[config.mk]
export PLATFORM = sky130hd
export DESIGN_NAME = register_file_2r1w
export DESIGN_NICKNAME = d
export VERILOG_FILES = /design/src/rtl/register_file_2r1w.sv
export SDC_FILE = /design/constraint.sdc
export NUM_CORES = 1
export LEC_CHECK = 0
export CORE_AREA = 2 2 127 129
export DETAILED_ROUTE_END_ITERATION = 12
export DIE_AREA = 0 0 129 131
export PLACE_DENSITY = 0.64
export SYNTH_ARGS = -nofsm -noshare
export SYNTH_HDL_FRONTEND = slang
export SYNTH_SLANG_ARGS = --single-unit
export TNS_END_PERCENT = 1
[constraint.sdc]
create_clock -name clk -period 15.65 [get_ports clk]
set_input_delay 3.13 -clock clk [delete_from_list [all_inputs] [get_ports clk]]
set_output_delay 3.13 -clock clk [all_outputs]
set_load 0.005 [all_outputs]
[src/rtl/register_file_2r1w.sv]
// Two-read, one-write register file with write bypass and a sequential bulk-clear engine.
// Latency: reads are registered, 1 cycle; a clear takes DEPTH cycles.
// Backpressure: none; writes arriving while busy is high are silently dropped.
// Optional: define REG_ZERO_HARDWIRED_EN to hardwire entry 0 to zero.
module register_file_2r1w #(
  parameter int ADDRESS_WIDTH = 4,
  parameter int DATA_WIDTH    = 8
) (
  input  logic                     clk,
  input  logic                     rst,
  input  logic                     wr_en,
  input  logic [ADDRESS_WIDTH-1:0] wr_addr,
  input  logic [DATA_WIDTH-1:0]    wr_data,
  input  logic [ADDRESS_WIDTH-1:0] rd_addr_a,
  input  logic [ADDRESS_WIDTH-1:0] rd_addr_b,
  output logic [DATA_WIDTH-1:0]    rd_data_a,
  output logic [DATA_WIDTH-1:0]    rd_data_b,
  input  logic                     clr_req,
  output logic                     busy
);

  localparam int DEPTH = 2 ** ADDRESS_WIDTH;
  localparam logic [ADDRESS_WIDTH-1:0] LAST_ADDR = {ADDRESS_WIDTH{1'b1}};

  typedef enum logic {
    IDLE  = 1'b0,
    CLEAR = 1'b1
  } state_t;

  state_t                    state;
  state_t                    state_nxt;
  logic [ADDRESS_WIDTH-1:0]  clr_cnt;
  logic [ADDRESS_WIDTH-1:0]  clr_cnt_nxt;
  logic [DATA_WIDTH-1:0]     mem [DEPTH];
  logic                      wr_accept;
  logic [DATA_WIDTH-1:0]     rd_nxt_a;
  logic [DATA_WIDTH-1:0]     rd_nxt_b;

  // Writes only land while idle; with entry 0 hardwired, writes to it vanish
  // here so neither the array nor the bypass path ever sees them.
`ifdef REG_ZERO_HARDWIRED_EN
  assign wr_accept = wr_en && (state == IDLE) && (wr_addr != '0);
`else
  assign wr_accept = wr_en && (state == IDLE);
`endif

  // Clear engine next state: start from IDLE on clr_req, walk the counter,
  // leave on the last entry. clr_req during CLEAR is simply not looked at.
  always_comb begin
    state_nxt   = state;
    clr_cnt_nxt = clr_cnt;
    case (state)
      IDLE: begin
        if (clr_req) begin
          state_nxt   = CLEAR;
          clr_cnt_nxt = '0;
        end
      end
      CLEAR: begin
        if (clr_cnt == LAST_ADDR) begin
          state_nxt   = IDLE;
          clr_cnt_nxt = '0;
        end else begin
          clr_cnt_nxt = clr_cnt + 1'b1;
        end
      end
      default: begin
        state_nxt   = IDLE;
        clr_cnt_nxt = '0;
      end
    endcase
  end

  // FSM state, clear counter and registered busy flag.
  always_ff @(posedge clk or posedge rst) begin
    if (rst) begin
      state   <= IDLE;
      clr_cnt <= '0;
      busy    <= 1'b0;
    end else begin
      state   <= state_nxt;
      clr_cnt <= clr_cnt_nxt;
      busy    <= (state_nxt == CLEAR);
    end
  end

  // Storage array: the clear engine owns the write port while running.
  always_ff @(posedge clk or posedge rst) begin
    if (rst) begin
      for (int i = 0; i < DEPTH; i++) begin
        mem[i] <= '0;
      end
    end else if (state == CLEAR) begin
      mem[clr_cnt] <= '0;
    end else if (wr_accept) begin
      mem[wr_addr] <= wr_data;
    end
  end

  // Read data for the coming edge: the entry being cleared reads as zero,
  // a same-edge write forwards its new data, otherwise the stored value.
  always_comb begin
    rd_nxt_a = mem[rd_addr_a];
    rd_nxt_b = mem[rd_addr_b];
    if ((state == CLEAR) && (rd_addr_a == clr_cnt)) begin
      rd_nxt_a = '0;
    end else if (wr_accept && (rd_addr_a == wr_addr)) begin
      rd_nxt_a = wr_data;
    end
    if ((state == CLEAR) && (rd_addr_b == clr_cnt)) begin
      rd_nxt_b = '0;
    end else if (wr_accept && (rd_addr_b == wr_addr)) begin
      rd_nxt_b = wr_data;
    end
`ifdef REG_ZERO_HARDWIRED_EN
    if (rd_addr_a == '0) begin
      rd_nxt_a = '0;
    end
    if (rd_addr_b == '0) begin
      rd_nxt_b = '0;
    end
`endif
  end

  // Registered read ports.
  always_ff @(posedge clk or posedge rst) begin
    if (rst) begin
      rd_data_a <= '0;
      rd_data_b <= '0;
    end else begin
      rd_data_a <= rd_nxt_a;
      rd_data_b <= rd_nxt_b;
    end
  end

endmodule

==> impl_results.md, run 1 <==
- Outcome: finished clean
- Die width: roughly 130 um
- IO buf count: 40
- Setup CP Type: in -> reg
- DR vias/cell: 7.03
- Mapped Avg Cell Area: 13.9 sq um
- Final GP Congestion: around 0.86
- Remaining antenna violation count: 0
- Io pins: roughly 40
- H-tree levels: 4
- Post-Route Skew: 0.00813 ns
- R2R cell count: 5
- Max stage delay on crit path: about 0.75 ns
- All-Layer GR Usage: 28.3%
- TNS Setup: 0 ns
- Pwr/cell area: around 140 nW/um^2
- Met1 Track Usage GR: 42.7%
- Floorplan Core Area: around 16000 sq um
- Cells after synthesis: 555
- DRC viols: 0
- Root buf cell: clkbuf_16
- Reg clk slew, reported paths: 0.06 ns
- Area growth, synth to finish: 13.9%
- Setup WS pre-CTS: approximately 10 ns
- WL final: 22600 um
- # Max-Cap Violations: 0
- Min-Delay Path Depth: 1
- Ys Warns: 0
- Starting Density: approximately half
- RSZ-0062 raised after global routing: no
- DIE HEIGHT: 131 um
- Startpoint Class: input port
- Layout Nets: 596
- Resized cells post-CTS: 0
- Total setup buffers inserted after CTS: 0
- Number of distinct library cells after synthesis: 38
- GR Overflow Total: 0
- Antenna violations before repair: 0
- Power Total: approximately 1200 uW
- Setup ws final: 10.47 ns
- Register area share after synthesis: 48.3%
- Met3 usage: between 6 and 7%
- Dpl cell area: ~8200 sq um
- Global-route wire length before repair: 34700 um
- Biggest area consumer among synthesized cells: dfrtp_1
- Hold Path Class: reg -> reg
- Fin. Hold Viols: 0
- Die area: 16900 sq um
- Actual slew at the worst max-slew pin: between 1 and 1.5 ns
- Design Area, Final: 8790 sq um
- Share of layout cells above drive strength 1: 22.7%
- Max Clk Rate: between 0.15 and 0.2 GHz
- Max IR drop VDD: 0.0000785 V
- Hold Buf Count CTS: 0
- Via count: 5605
- Worst EP required: 15.94 ns
- #FFs+latches synth: approximately 150
- Ranking of synthesized cells by area: dfrtp_1, mux4_2, a22o_1
- Row count: 46
- Ant. Diodes: 0
- Worst path cell trace: buf_2 -> xnor2_1 -> nand3_1 -> nor3_2 -> a31oi_1 -> a22o_1
- Top cell type's share of synthesized area: 48.3%
- Gr busiest metal: met1
- Vias in the first global route: 5484
- Post-layout minimum cycle time: 5.18 ns
- Largest net degree at the start of global routing: 80
- Slowest CP cell: buf_2
- Fin crit share: between 30% and 40%
- Wire length per cell: ~28 um
- Final core utilization: approximately 56%
- Syn_nets: 583
- Total CTS buffers: 17
- CTS tree: built
- Worst EP arrival: 5.48 ns
- # setup viols final: 0
- Clock Tree Buf Depth: 2
- Leakage: 0.00381 uW
- Clk sink count: 149
- Crit-path max FO: 34
- Grt met2 use: 40.4%
- Max-slew violations: 0
- Initial DRC count: 771
- Endpoint class of the critical path: flip-flop
- Post-synthesis cell area: 7720 sq um
- Relative slew slack: 28.5%
- Post-DP HPWL: 14600 um
- Clock latency on the worst-skew pair: 0.42 ns
- TritonRoute pass-1 iters: 5
-- final cells by class --
type	instances	area, sq um
Clock buffer	23	488
Sequential cell	149	3730
Inverter	4	20.0
Multi-Input combinational cell	353	3730
Tap cell	216	270
Timing Repair Buffer	43	403
Fill cell	1229	6810
Clock inverter	9	148
-- per-stage QoR --
step / cells / hold slack (ns)
after floorplan: 555 / 0.477
after global placement: 765 / 0.494
after detailed placement: 765 / 0.501
after CTS: 797 / 0.520
after global routing: 797 / 0.533
final: 797 / 0.520
-- kinds of logic after synthesis --
family | count (synthesis) | share of synthesized area (%)
AOI/OAI and AO/OA | 202 | 21.9
DFF | 149 | 48.3
and+or+nand+nor | 66 | 5.27
muxes | 64 | 18.7
buffers and inverters | 53 | 3.31
xor gates and xnor gates | 17 | 1.93
adders and majority gates | 4 | 0.649
-- cells in the mapped netlist --
cell type and count:
xor2_1 9, nand3_1 5, nor3b_1 1, nand2_1 20, o41ai_1 1, or3_1 1, nand2b_4 1, nand3b_2 1
dfrtp_1 149, nor2b_1 4, buf_2 6, nor2_1 6, nor2_4 3, buf_4 5, nand2b_1 3, nor3b_2 1
nor3_1 2, a22o_1 144, buf_6 4, o21ai_0 2, nor2b_2 1, nor3_4 1, clkbuf_1 20, and3_1 2
inv_1 4, a21oi_1 7, a21oi_2 11, nor2_2 6, o31ai_1 3, nand3b_1 1, ha_1 4, and2_1 2
xnor2_1 8, mux4_2 64, a22oi_1 32, nor3_2 5, buf_1 14, a31oi_1 2
-- where the power goes --
part	switching [uW]	internal [uW]
clock network	157	283
logic	156	135
registers	57.7	447
total	371	865
-- flip-flops by register name (all words and copies together), names as in the netlist --
name       count
rd_data_a      8
clr_cnt        4
state          1
rd_data_b      8
mem          128
-- cell usage in the layout, fill, tap and decap left out, types with 7 or more instances in the layout --
cell / instances
a21oi_1: 7
clkdlybuf4s50_1: 36
mux4_2: 64
xor2_1: 9
dfrtp_1: 149
xnor2_1: 8
clkbuf_16: 17
a21oi_2: 11
a22o_1: 144
a22oi_1: 32
nand2_1: 20
-- final timing paths --
check / from / to / slack (ns)
min in group asynchronous: rst / mem[18] / 3.17
setup reg to reg: state / mem[57] / 13.25
hold / removal: mem[47] / mem[47] / 0.52
max in group asynchronous: rst / mem[38] / 11.02
setup / recovery: rd_addr_b[3] / rd_data_b[6] / 10.47
hold reg to reg: mem[47] / mem[47] / 0.52
-- critical path, delay by kind of cell --
kind                      cells  cell delay, ns
AOI/OAI and AO/OA             2            0.66
xor gates and xnor gates      1            0.20
buffers and inverters         1            0.75
and+or+nand+nor               2            0.71
-- per-layer routing --
| metal | up-vias | wire length, um |
|---|---|---|
| li1 | 2268 | - |
| met1 | 2958 | 9930 |
| met2 | 339 | 10000 |
| met3 | 40 | 2060 |
| met4 | 0 | 628 |
| met5 | - | 0 |
No activity file was read; power rests on OpenSTA's default activity.
==> run 2: changes to the inputs <==
Settings changed: PLACE_DENSITY 0.64 to 0.67.
Clock period 15.65 ns to 4.4 ns, I/O delays scaled along.
==> run 2 against run 1 <==
Compared with the run above:
- cell count up 0.63%
- non-clock buffer count up 6
- first-iteration DRC count is 9.6% lower
- sequential power increased to 3.6 times the previous value
- core utilization up 0.48 points
- power increased to 3.6 times the previous value
- sequential share of layout area down 0.36 points
- critical path depth is 1 higher
- clock power rose to 3.6 times the previous value
- combinational power rose to 3.5 times the previous value
- register-to-register slack worse by 11 ns
- wire length fell by 4.8%
- largest power group unchanged
==> impl_results.md, run 2 (same netlist as run 1, synthesis figures left out) <==
- R2R cell count: 5
- Layout Nets: 602
- Max stage delay on crit path: 0.52 ns
- Outcome: finished clean
- FF-to-FF setup slack: just under 2 ns
- TritonRoute pass-1 iters: 5
- Post-DP HPWL: 14700 um
- Reg-to-Reg Start: state
- Total CTS buffers: 17
- # setup viols final: 0
- Wire length per cell: about 27 um
- RSZ-0062 raised after global routing: no
- Actual slew at the worst max-slew pin: 1.04 ns
- All-Layer GR Usage: 27.2%
- Min-Delay Path Depth: 1
- DR vias/cell: 6.84
- Clk sink count: 149
- Antenna violations before repair: 0
- Starting Density: 49.5%
- Worst path cell trace: clkdlybuf4s50_1 -> buf_4 -> xnor2_1 -> nand3_1 -> nor3_2 -> a31oi_1 -> a22o_1
- Setup CP Type: in -> reg
- Critical path's top delay family: buffers and inverters
- Initial DRC count: 697
- Max Clk Rate: between 0.3 and 0.4 GHz
- Die area: 16900 sq um
- Endpoint class of the critical path: flip-flop
- Final GP Congestion: 0.926
- CTS tree: built
- Clock Tree Buf Depth: 2
- Hold path start: mem[88]
- R2R Path End: mem[58]
- Most frequent cells in the layout: dfrtp_1, a22o_1, mux4_2, clkdlybuf4s50_1, a22oi_1
- Die width: approximately 130 um
- Final core utilization: 56.8%
- Reg clk slew, reported paths: 0.06 ns
- GR Overflow Total: 0
- Io pins: a little over 40
- Worst EP required: approximately 4.7 ns
- Startpoint Class: input port
- Biggest register: mem
- WL final: between 20000 and 25000 um
- TNS Setup: 0 ns
- Crit. Startpoint: rd_addr_b[3]
- Max IR drop VDD: 0.000289 V
- Post-Route Skew: 0.00811 ns
- Clock latency on the worst-skew pair: 0.43 ns
- Hold Path Class: reg -> reg
- Hold Buf Count CTS: 0
- IO buf count: 40
- H-tree levels: 4
- Ant. Diodes: 0
- Floorplan Core Area: 15600 sq um
- Share of layout cells above drive strength 1: 23.0%
- Dpl cell area: between 8000 and 9000 sq um
- Area growth, synth to finish: 14.9%
- Max FFs per register: around 130
- Hold Crit Endpoint: mem[88]
- Global-route wire length before repair: 33600 um
- # Max-Cap Violations: 0
- Vias in the first global route: 5519
- Via count: about 5500
- Largest net degree at the start of global routing: 53
- Design Area, Final: 8870 sq um
- Fillers: around 1200
- Total setup buffers inserted after CTS: 0
- Biggest regs: mem (128), rd_data_a (8), rd_data_b (8)
- Max-slew violations: 0
- Buffer and inverter count on the worst path: 2
- Commonest non-fill, non-tap cell in the layout: dfrtp_1
- DIE HEIGHT: 131 um
- Slowest CP cell: nor3_2
- Post-layout minimum cycle time: 2.87 ns
- Remaining antenna violation count: 0
- Resized cells post-CTS: 0
- Crit-path max FO: 34
- Fin crit share: 65.2%
- DRC viols: 0
- Leakage: 0.00384 uW
- Row count: 46
- Root buf cell: clkbuf_16
- Fin. Hold Viols: 0
- Relative slew slack: 30.3%
- Pwr/cell area: 497 nW/um^2
- Power Total: 4410 uW
- Worst EP arrival: approximately 3.2 ns
-- run 2: changes by cell type in the layout (fill, tap and decap cells not counted) --
cell and delta:
buf_12 +1, buf_2 -2, buf_4 +5, clkbuf_8 +1
clkdlybuf4s50_1 +2, clkinv_2 -3, clkinv_4 +2, inv_6 -1
-- run 2: metrics by stage --
step                      hold slack, ns  cells  worst slack, ns
after floorplan                    0.477    555             1.65
after global placement             0.495    771             1.18
after detailed placement           0.502    771             1.14
after CTS                          0.521    802             1.59
after global routing               0.530    802             1.45
final                              0.524    802             1.53
-- run 2: worst max-delay path by stage --
stage                   end  slack, ns  depth (start not counted)
2_1_floorplan    clr_cnt[0]       1.65                          1
3_3_place_gp   rd_data_a[2]       1.18                          6
3_5_place_dp   rd_data_b[1]       1.14                          7
4_1_cts        rd_data_b[1]       1.59                          7
5_1_grt        rd_data_b[6]       1.45                          7
6_report       rd_data_b[1]       1.53                          7
-- run 2: layout make-up --
cell class	count	area [sq um]	share of cell area [%]
Tap cell	216	270	3.05
Sequential cell	149	3730	42.1
Timing Repair Buffer	49	470	5.31
Clock buffer	24	502	5.66
Clock inverter	7	143	1.61
Inverter	4	18.8	0.212
Multi-Input combinational cell	353	3730	42.1
-- run 2: power breakdown --
group | leakage (uW) | internal (uW) | switching [uW]
logic | 0.00147 | 484 | 526
registers | 0.00206 | 1590 | 226
clock network | 0.000316 | 1020 | 558
-- run 2: layer usage --
layer	up-vias	global-route usage [%]	routed length, um
li1	2288	-	-
met1	2812	39.5	9290
met2	335	38.3	9310
met3	54	9.24	2280
met4	0	9.78	686
met5	-	0	0
